File: config.mk
export PLATFORM = sky130hd
export DESIGN_NAME = cmult_seq
export DESIGN_NICKNAME = d
export VERILOG_FILES = /design/src/rtl/cmult_pkg.sv /design/src/rtl/cmult_mac.sv /design/src/rtl/cmult_seq.sv
export SDC_FILE = /design/constraint.sdc
export NUM_CORES = 1
export LEC_CHECK = 0
export ABC_CLOCK_PERIOD_IN_PS = 23500
export CORE_AREA = 2 2 181 148
export DETAILED_ROUTE_END_ITERATION = 10
export DIE_AREA = 0 0 183 150
export PLACE_DENSITY = 0.56
export SLEW_MARGIN = 20
export SYNTH_ARGS = -nofsm -noshare
export SYNTH_HDL_FRONTEND = slang
export SYNTH_SLANG_ARGS = --single-unit
File: constraint.sdc
create_clock -name clk -period 23.5 [get_ports clk]
set_input_delay 4.7 -clock clk [delete_from_list [all_inputs] [get_ports clk]]
set_output_delay 4.7 -clock clk [all_outputs]
set_load 0.02 [all_outputs]
File: src/rtl/cmult_pkg.sv
// Shared types and helpers for the sequential complex multiplier.
// Build option: define CMULT_SAT_EN to saturate results instead of wrapping.
package cmult_pkg;

  typedef enum logic [2:0] {IDLE, P_AC, P_BD, P_AD, P_BC, DONE} state_t;

  localparam int CM_WIDTH   = 8;
  localparam int CM_ACC_W   = 2*CM_WIDTH + 1;
  // Reduction is done at a fixed maximal width so one function serves any WIDTH <= CM_MAX_W.
  localparam int CM_MAX_W   = 32;
  localparam int CM_MAX_ACC = 2*CM_MAX_W + 1;

  typedef struct packed {
    logic                         ovf;
    logic signed [CM_MAX_ACC-1:0] val;
  } red_t;

  // Fold a full-precision accumulator into a w-bit result; caller keeps the low w bits of val.
  function automatic red_t reduce_out(input logic signed [CM_MAX_ACC-1:0] acc,
                                      input int unsigned w);
    logic signed [CM_MAX_ACC-1:0] hi, lo;
    red_t r;
    hi    = $signed((CM_MAX_ACC'(1) << (w - 1)) - CM_MAX_ACC'(1));
    lo    = ~hi;
    // Out of range is the same condition as "upper bits not a sign extension".
    r.ovf = (acc > hi) || (acc < lo);
`ifdef CMULT_SAT_EN
    r.val = (acc > hi) ? hi : ((acc < lo) ? lo : acc);
`else
    r.val = acc;
`endif
    return r;
  endfunction

endpackage

File: src/rtl/cmult_mac.sv
// Shared signed multiplier with add/subtract accumulate into one of two accumulators.
module cmult_mac
  import cmult_pkg::*;
#(
  parameter int WIDTH = CM_WIDTH,
  parameter int ACC_W = 2*WIDTH + 1
) (
  input  logic                    clk,
  input  logic                    reset,
  input  logic                    clr,
  input  logic                    en,
  input  logic                    sel_a_im,
  input  logic                    sel_q_im,
  input  logic                    sub,
  input  logic                    acc_im_sel,
  input  logic signed [WIDTH-1:0] re_a,
  input  logic signed [WIDTH-1:0] im_a,
  input  logic signed [WIDTH-1:0] re_q,
  input  logic signed [WIDTH-1:0] im_q,
  output logic signed [ACC_W-1:0] acc_re_nxt,
  output logic signed [ACC_W-1:0] acc_im_nxt
);

  logic signed [WIDTH-1:0]   x, y;
  logic signed [2*WIDTH-1:0] prod;
  logic signed [ACC_W-1:0]   prod_x, acc_cur, acc_upd;
  logic signed [ACC_W-1:0]   acc_re, acc_im;

  // Operand select, one product, and next accumulator values (exposed so the
  // top can load results on the same edge as the final accumulation).
  always_comb begin
    x       = sel_a_im ? im_a : re_a;
    y       = sel_q_im ? im_q : re_q;
    prod    = (2*WIDTH)'(x) * (2*WIDTH)'(y);
    prod_x  = ACC_W'(prod);
    acc_cur = acc_im_sel ? acc_im : acc_re;
    acc_upd = sub ? (acc_cur - prod_x) : (acc_cur + prod_x);
    acc_re_nxt = acc_re;
    acc_im_nxt = acc_im;
    if (clr) begin
      acc_re_nxt = '0;
      acc_im_nxt = '0;
    end else if (en) begin
      if (acc_im_sel) acc_im_nxt = acc_upd;
      else            acc_re_nxt = acc_upd;
    end
  end

  // Accumulator registers.
  always_ff @(posedge clk or posedge reset) begin
    if (reset) begin
      acc_re <= '0;
      acc_im <= '0;
    end else begin
      acc_re <= acc_re_nxt;
      acc_im <= acc_im_nxt;
    end
  end

endmodule

File: src/rtl/cmult_seq.sv
// Sequential signed complex multiplier: (re_a + j*im_a) * (re_q + j*im_q)
// over four cycles on one shared multiplier, start/busy/done handshake.
// Build option: CMULT_SAT_EN selects saturating results (default wraps).
module cmult_seq
  import cmult_pkg::*;
#(
  parameter int WIDTH = CM_WIDTH
) (
  input  logic                    clk,
  input  logic                    reset,
  input  logic                    start,
  input  logic signed [WIDTH-1:0] re_a,
  input  logic signed [WIDTH-1:0] im_a,
  input  logic signed [WIDTH-1:0] re_q,
  input  logic signed [WIDTH-1:0] im_q,
  output logic signed [WIDTH-1:0] re_res,
  output logic signed [WIDTH-1:0] im_res,
  output logic                    busy,
  output logic                    done,
  output logic                    ovf
);

  localparam int ACC_W = 2*WIDTH + 1;

  state_t state_q, state_d;
  logic signed [WIDTH-1:0] ra_q, ia_q, rq_q, iq_q;
  logic clr, en, sub, sel_a_im, sel_q_im, acc_im_sel, take;
  logic signed [ACC_W-1:0] acc_re_nxt, acc_im_nxt;
  red_t red_re, red_im;

  // Next state and per-phase MAC controls.
  always_comb begin
    state_d    = state_q;
    clr        = 1'b0;
    en         = 1'b0;
    sub        = 1'b0;
    sel_a_im   = 1'b0;
    sel_q_im   = 1'b0;
    acc_im_sel = 1'b0;
    take       = 1'b0;
    case (state_q)
      IDLE: if (start) begin
        state_d = P_AC;
        clr     = 1'b1;
        take    = 1'b1;
      end
      P_AC: begin
        en      = 1'b1;
        state_d = P_BD;
      end
      P_BD: begin
        en       = 1'b1;
        sub      = 1'b1;
        sel_a_im = 1'b1;
        sel_q_im = 1'b1;
        state_d  = P_AD;
      end
      P_AD: begin
        en         = 1'b1;
        acc_im_sel = 1'b1;
        sel_q_im   = 1'b1;
        state_d    = P_BC;
      end
      P_BC: begin
        en         = 1'b1;
        acc_im_sel = 1'b1;
        sel_a_im   = 1'b1;
        state_d    = DONE;
      end
      DONE:    state_d = IDLE;
      default: state_d = IDLE;
    endcase
  end

  // State register.
  always_ff @(posedge clk or posedge reset) begin
    if (reset) state_q <= IDLE;
    else       state_q <= state_d;
  end

  // Operand capture at start; later input changes are ignored.
  always_ff @(posedge clk or posedge reset) begin
    if (reset) begin
      ra_q <= '0;
      ia_q <= '0;
      rq_q <= '0;
      iq_q <= '0;
    end else if (take) begin
      ra_q <= re_a;
      ia_q <= im_a;
      rq_q <= re_q;
      iq_q <= im_q;
    end
  end

  cmult_mac #(.WIDTH(WIDTH), .ACC_W(ACC_W)) u_mac (
    .clk        (clk),
    .reset      (reset),
    .clr        (clr),
    .en         (en),
    .sel_a_im   (sel_a_im),
    .sel_q_im   (sel_q_im),
    .sub        (sub),
    .acc_im_sel (acc_im_sel),
    .re_a       (ra_q),
    .im_a       (ia_q),
    .re_q       (rq_q),
    .im_q       (iq_q),
    .acc_re_nxt (acc_re_nxt),
    .acc_im_nxt (acc_im_nxt)
  );

  // Output reduction of the final accumulator values.
  always_comb begin
    red_re = reduce_out(CM_MAX_ACC'(acc_re_nxt), WIDTH);
    red_im = reduce_out(CM_MAX_ACC'(acc_im_nxt), WIDTH);
  end

  // Results and ovf load only on the P_BC -> DONE edge.
  always_ff @(posedge clk or posedge reset) begin
    if (reset) begin
      re_res <= '0;
      im_res <= '0;
      ovf    <= 1'b0;
    end else if (state_q == P_BC) begin
      re_res <= WIDTH'(red_re.val);
      im_res <= WIDTH'(red_im.val);
      ovf    <= red_re.ovf | red_im.ovf;
    end
  end

  assign busy = (state_q != IDLE);
  assign done = (state_q == DONE);

endmodule
Yosys cells after proc, flatten, opt, wreduce, memory -nomap -nowiden
Cells that the tools add are included.

$add $sub $neg: 2. Reductions and logical operators: 8. Order comparisons: 4. Bitwise logic cells: 1. $mul: 1. Equal/unequal tests: 6. Multiplexer cells: 19.

Operator list (number): 17-bit two-way mux (8); 17-bit by 8-bit greater-than comparator with 1-bit output, second input constant (2); 17-bit by 8-bit less-than comparator with 1-bit output, second input constant (2); 17-bit by 16-bit adder with 17-bit output (1); 17-bit by 16-bit subtractor with 17-bit output (1); 8-bit by 8-bit multiplier with 16-bit output (1); 8-bit two-way mux (2); 3-bit case mux with 5 select lines (1); 1-bit two-way mux (7); 3-bit by 2-bit equality test with 1-bit output, second input constant (2); 3-bit equality test, second input constant (2); 2-bit OR reduction (3); 4-bit OR reduction (1); 3-bit by 1-bit equality test with 1-bit output, second input constant (1); 3-bit logical NOT (1); 3-bit two-way mux (1); 3-bit nonzero test (1); 1-bit logical OR (2); 2-bit inequality test, second input constant (1); 1-bit bitwise OR (1).

Word-level logic and storage cells: 51. Input bits: 35. Output and inout bits: 19. Register bits: 86.

Logic depth before layout (Yosys ltp)
Word-level depth: 13. Depth in mapped cells: 35. Mapped depth without buffers: 32.

By module
From an unflattened synthesis, not the netlist that was laid out.

Cells, all modules: 767. Area, all modules: 7659.8 um^2.

By module, submodules not included: cmult_mac (instances 1, sequential area each 850.8 um^2, area an instance 5392.7 um^2, cells an instance 625); cmult_seq (instances 1, sequential area each 1301.2 um^2, area an instance 2267.2 um^2, cells an instance 142).

Worst setup path before layout
Ideal clock, no wire load.

Path kind: register -> register. From: reg state_q[2]. To: reg ovf. Path buffers: 3. Data required time: 23365 ps. Cell stages (with the launch flop): 33. Library setup time: 135 ps. Path slack: 15319 ps. Clock period less this slack: 8181 ps. Arrival: 8046 ps. Path through: dfrtp_1 buf_2 nand2b_1 clkbuf_2 a21oi_1 clkbuf_1 mux2i_1 nor2b_1 fa_1 fa_1 fa_1 inv_1 fa_1 inv_1 ha_1 a21o_1 a21oi_1 o21ai_0 a311oi_1 nor4b_1 nand2_1 nand2_1 xor2_1 ha_1 nand2_1 o21ai_0 a311oi_1 o2bb2ai_1 xor2_1 nor2_1 a221o_1 o41ai_2 o22ai_1.

Word-level cells in the longest chain between the ends: 13. Elaborated cells between the ends (all ways): 35. Those cells by class: add/sub: 2; mul: 1; order compare: 4; eq/ne: 4; mux: 16; bitwise: 1; reduce/logical: 7.

RTL lines: from (decl) (line cmult_seq.sv:25) `state_t state_q, state_d;`; from (signal assigned) (line cmult_seq.sv:78) `else state_q <= state_d;`; 3-bit equality test / 3-bit by 2-bit equality test with 1-bit output (equally long branches) (line cmult_seq.sv:41) `case (state_q)`; 2-bit OR reduction (no line); 1-bit two-way mux (line cmult_seq.sv:41); 8-bit two-way mux (on tied branches) (line cmult_mac.sv:32, cmult_mac.sv:33); 8-bit by 8-bit multiplier with 16-bit output (line cmult_mac.sv:34) `prod = (2*WIDTH)'(x) * (2*WIDTH)'(y);`; 17-bit by 16-bit adder with 17-bit output / 17-bit by 16-bit subtractor with 17-bit output (equally long branches) (line cmult_mac.sv:37) `acc_upd = sub ? (acc_cur - prod_x) : (acc_cur + prod_x);`; 17-bit two-way mux (line cmult_mac.sv:37); 17-bit two-way mux (line cmult_mac.sv:44) `if (acc_im_sel) acc_im_nxt = acc_upd;`; 17-bit two-way mux (line cmult_mac.sv:43) `end else if (en) begin`; 17-bit two-way mux * (line cmult_mac.sv:40) `if (clr) begin`; net acc_re_nxt[16] (line cmult_seq.sv:28) `logic signed [ACC_W-1:0] acc_re_nxt, acc_im_nxt;`; 17-bit by 8-bit greater-than comparator with 1-bit output / 17-bit by 8-bit less-than comparator with 1-bit output (equally long branches) (line cmult_pkg.sv:26) `r.ovf = (acc > hi) || (acc < lo);`; 1-bit logical OR * (line cmult_pkg.sv:26); 1-bit bitwise OR * (line cmult_seq.sv:128) `ovf <= red_re.ovf | red_im.ovf;`; to (signal assigned) (line cmult_seq.sv:128); to (decl) (line cmult_seq.sv:20) `output logic ovf`.

The timed path passes the listed nets; every way through them passes the cells marked *. A chain may end at the register's enable or synchronous reset.

Worst setup path in the final report
Ends and elaborated chain as after synthesis.

==> summary.txt <==
Finish
  – Antenna Cells: 0
  – Area occupied by multi-input gates: 4910 sq um
  – Register Area: 2150 sq um
  – Fillers: 2679
  – Layout cells sized above 1: 6.94%
  – Final net count: 1069
  – P&R area growth vs syn: 15.4%

Synth
  – Cells after Synth: 892
  – Sequential share of the synthesized area: 28.4%
  – Syn_nets: 1029
  – Most frequent cell after synthesis: nand2_1
  – Post-synthesis register bit count: 86
  – Post-synth EDFFs: 0
  – Cell area after synthesis: 7580 sq um
  – Top FF cell, synth: dfrtp_1
  – Yosys warns: 0
  – Mean Syn Cell Area: 8.50 sq um
  – Async SR Flop Fraction: 100%
  – Yosys cell types: 68
  – Synth area leader: dfrtp_1
  – Ranking of synthesized cells by area: dfrtp_1 28%, fa_1 15%, nand2_1 10%, ha_1 7.6%, inv_1 4.8%
  – Post-synth top area share: 28.4%
  – Post-synth top cells: 208 x nand2_1, 96 x inv_1, 86 x dfrtp_1, 77 x nor2_1, 56 x fa_1

Setup path
  – Worst path most repeated cell: fa_1
  – Reg2reg end: ovf
  – Crit. Startpoint: state_q[2]
  – Arrival @ worst endpoint: 9.33 ns
  – Worst path max stage delay: 0.70 ns
  – Worst R2R Start: state_q[2]
  – R2R setup slack: 14.40 ns
  – Crit path capture type: flop
  – Slowest cell on the critical path: mux2i_1
  – WP data required: 23.73 ns
  – Worst Reg-to-Reg Cells: 29
  – Worst-path fanout max: 14
  – Worst Setup EP: ovf
  – Crit path launch type: flop
  – CP Class: reg2reg

Clocking
  – Clock root buffer: clkbuf_16
  – CTS max path bufs: 2
  – Setup Buffers After CTS: 0
  – CTS resizes: 0
  – Clock Sinks: 86
  – Reg clk slew, reported paths: 0.07 ns
  – Post-CTS Hold Buffers: 0
  – CTS tree: built
  – H-Tree Level Count: 3
  – Num CTS Buffers: 9
  – Clock latency at the later pin of the worst-skew pair: 0.36 ns

Min path
  – Worst hold-check path type: reg2reg

Detailed routing
  – 1st-pass router iterations: 5
  – Routed WL per cell: 13.8 um
  – DRT iter0 DRCs: 412
  – Total vias in the final route: 5979
  – Routed vias/inst: 4.72
  – DR DRC count: 0
  – Antenna-violating nets left: 0
  – Drt total wl: 17500 um

Timing
  – Slew headroom: 42.2%
  – Slew Viols, Final: 0
  – Tmin final: 9.10 ns
  – Fmax: 0.110 GHz
  – Clk_skew: 0.0111 ns
  – Final period utilization: 38.7%
  – Least-Margin Pin Slew: 0.842 ns
  – RSZ-0062 raised after global routing: false
  – Setup TNS Final: 0 ns
  – Final hold vios: 0
  – Final setup vio count: 0

GRT
  – First-pass GRT wire length: 29000 um
  – Largest net degree at the start of global routing: 62
  – Antenna violations before repair: 0
  – Vias in the first global route: 5782
  – Total track usage: 13.3%
  – Total grt overflow: 0

Die
  – Area of the core: 25700 sq um
  – Row count: 53
  – Initial core utilization: 29.5%
  – Die height: 150 um
  – Ports: 54
  – DIE AREA: 27500 sq um
  – Horiz. Die Dim: 183 um

Placed design
  – HPWL after DPL: 13600 um
  – GP Congestion: 0.867
  – Port Buffer Count: 53

Run status
  – Outcome: finished, final reports clean

Flow run
  – Maximum capacitance violations: 0
worst min path at each step:
stage	depth (start not counted)	to	slack [ns]	startpoint
2_1_floorplan	2	iq_q[0]	0.44	iq_q[0]
3_3_place_gp	2	rq_q[1]	0.46	rq_q[1]
3_5_place_dp	2	ra_q[1]	0.47	ra_q[1]
4_1_cts	2	ra_q[1]	0.48	ra_q[1]
5_1_grt	2	iq_q[1]	0.51	iq_q[1]
6_report	2	rq_q[1]	0.48	rq_q[1]
metrics by stage:
| step | std cells | area (sq um) | utilization (%) | setup WS [ns] | hold WS, ns |
|---|---|---|---|---|---|
| detailed placement | 1251 | 8440 | 32.8 | 14.44 | 0.465 |
| global placement | 1251 | 8440 | 32.8 | 14.55 | 0.458 |
| floorplan | 892 | 7580 | - | 15.32 | 0.445 |
| CTS | 1267 | 8750 | 34.0 | 14.42 | 0.481 |
| global route | 1267 | 8750 | 34.0 | 13.68 | 0.507 |
| finish | 1267 | 8750 | 34.0 | 14.40 | 0.477 |
placed cells by master, fill, tap and decap left out, types with 6 or more instances in the layout:
master,count
fa_1,56
or2_2,12
nand2_1,208
clkdlybuf4s50_1,53
nor3_1,16
o21ai_0,20
nor2_1,76
o31ai_1,9
xor2_1,16
ha_1,46
inv_1,95
a31oi_1,6
xnor2_1,24
o21a_1,6
nand3_1,7
mux2i_1,23
dfrtp_1,86
mux2_2,18
buf_4,8
clkbuf_16,9
nand2b_1,9
a21oi_1,36
metal layers:
| layer | up-vias | share of wire, % | global-route usage (%) |
|---|---|---|---|
| met5 | - | 0 | 0 |
| met4 | 0 | 1.2 | 3.76 |
| met3 | 18 | 4.3 | 2.65 |
| met2 | 123 | 43 | 20.0 |
| met1 | 2846 | 52 | 19.2 |
| li1 | 2992 | - | - |
cells by family after synthesis:
family | count (synthesis) | synth area share (%)
xor+xnor | 40 | 4.62
flops | 86 | 28.4
fa+ha+maj | 102 | 22.4
mux | 41 | 5.71
compound gates | 120 | 10.6
simple gates | 373 | 21.5
buf+inv | 130 | 6.86
cell type report:
type	instances	share of cell area (%)
Clock buffer	10	2.73
Clock inverter	6	0.858
Inverter	98	4.22
Multi-Input combinational cell	676	56.1
Sequential cell	86	24.6
Tap cell	330	4.72
Timing Repair Buffer	61	6.75
state kept, by name, indices dropped and copies added, names as in the netlist:
signal,cells
rq_q,8
u_mac.acc_im,17
im_res,8
u_mac.acc_re,17
ra_q,8
ia_q,8
re_res,8
state_q,3
ovf,1
iq_q,8
critical path: cells and delay by family, from the launching register on:
kind | cells | cell delay, ns
fa+ha+maj | 6 | 2.76
mux | 1 | 0.70
simple gates | 7 | 1.57
flops | 1 | 0.46
xor+xnor | 2 | 0.44
buf+inv | 2 | 0.28
compound gates | 11 | 2.76
Power is left out: the tool's default activity adds up to more than one toggle a clock period on the data nets, which glitch-free logic cannot reach.
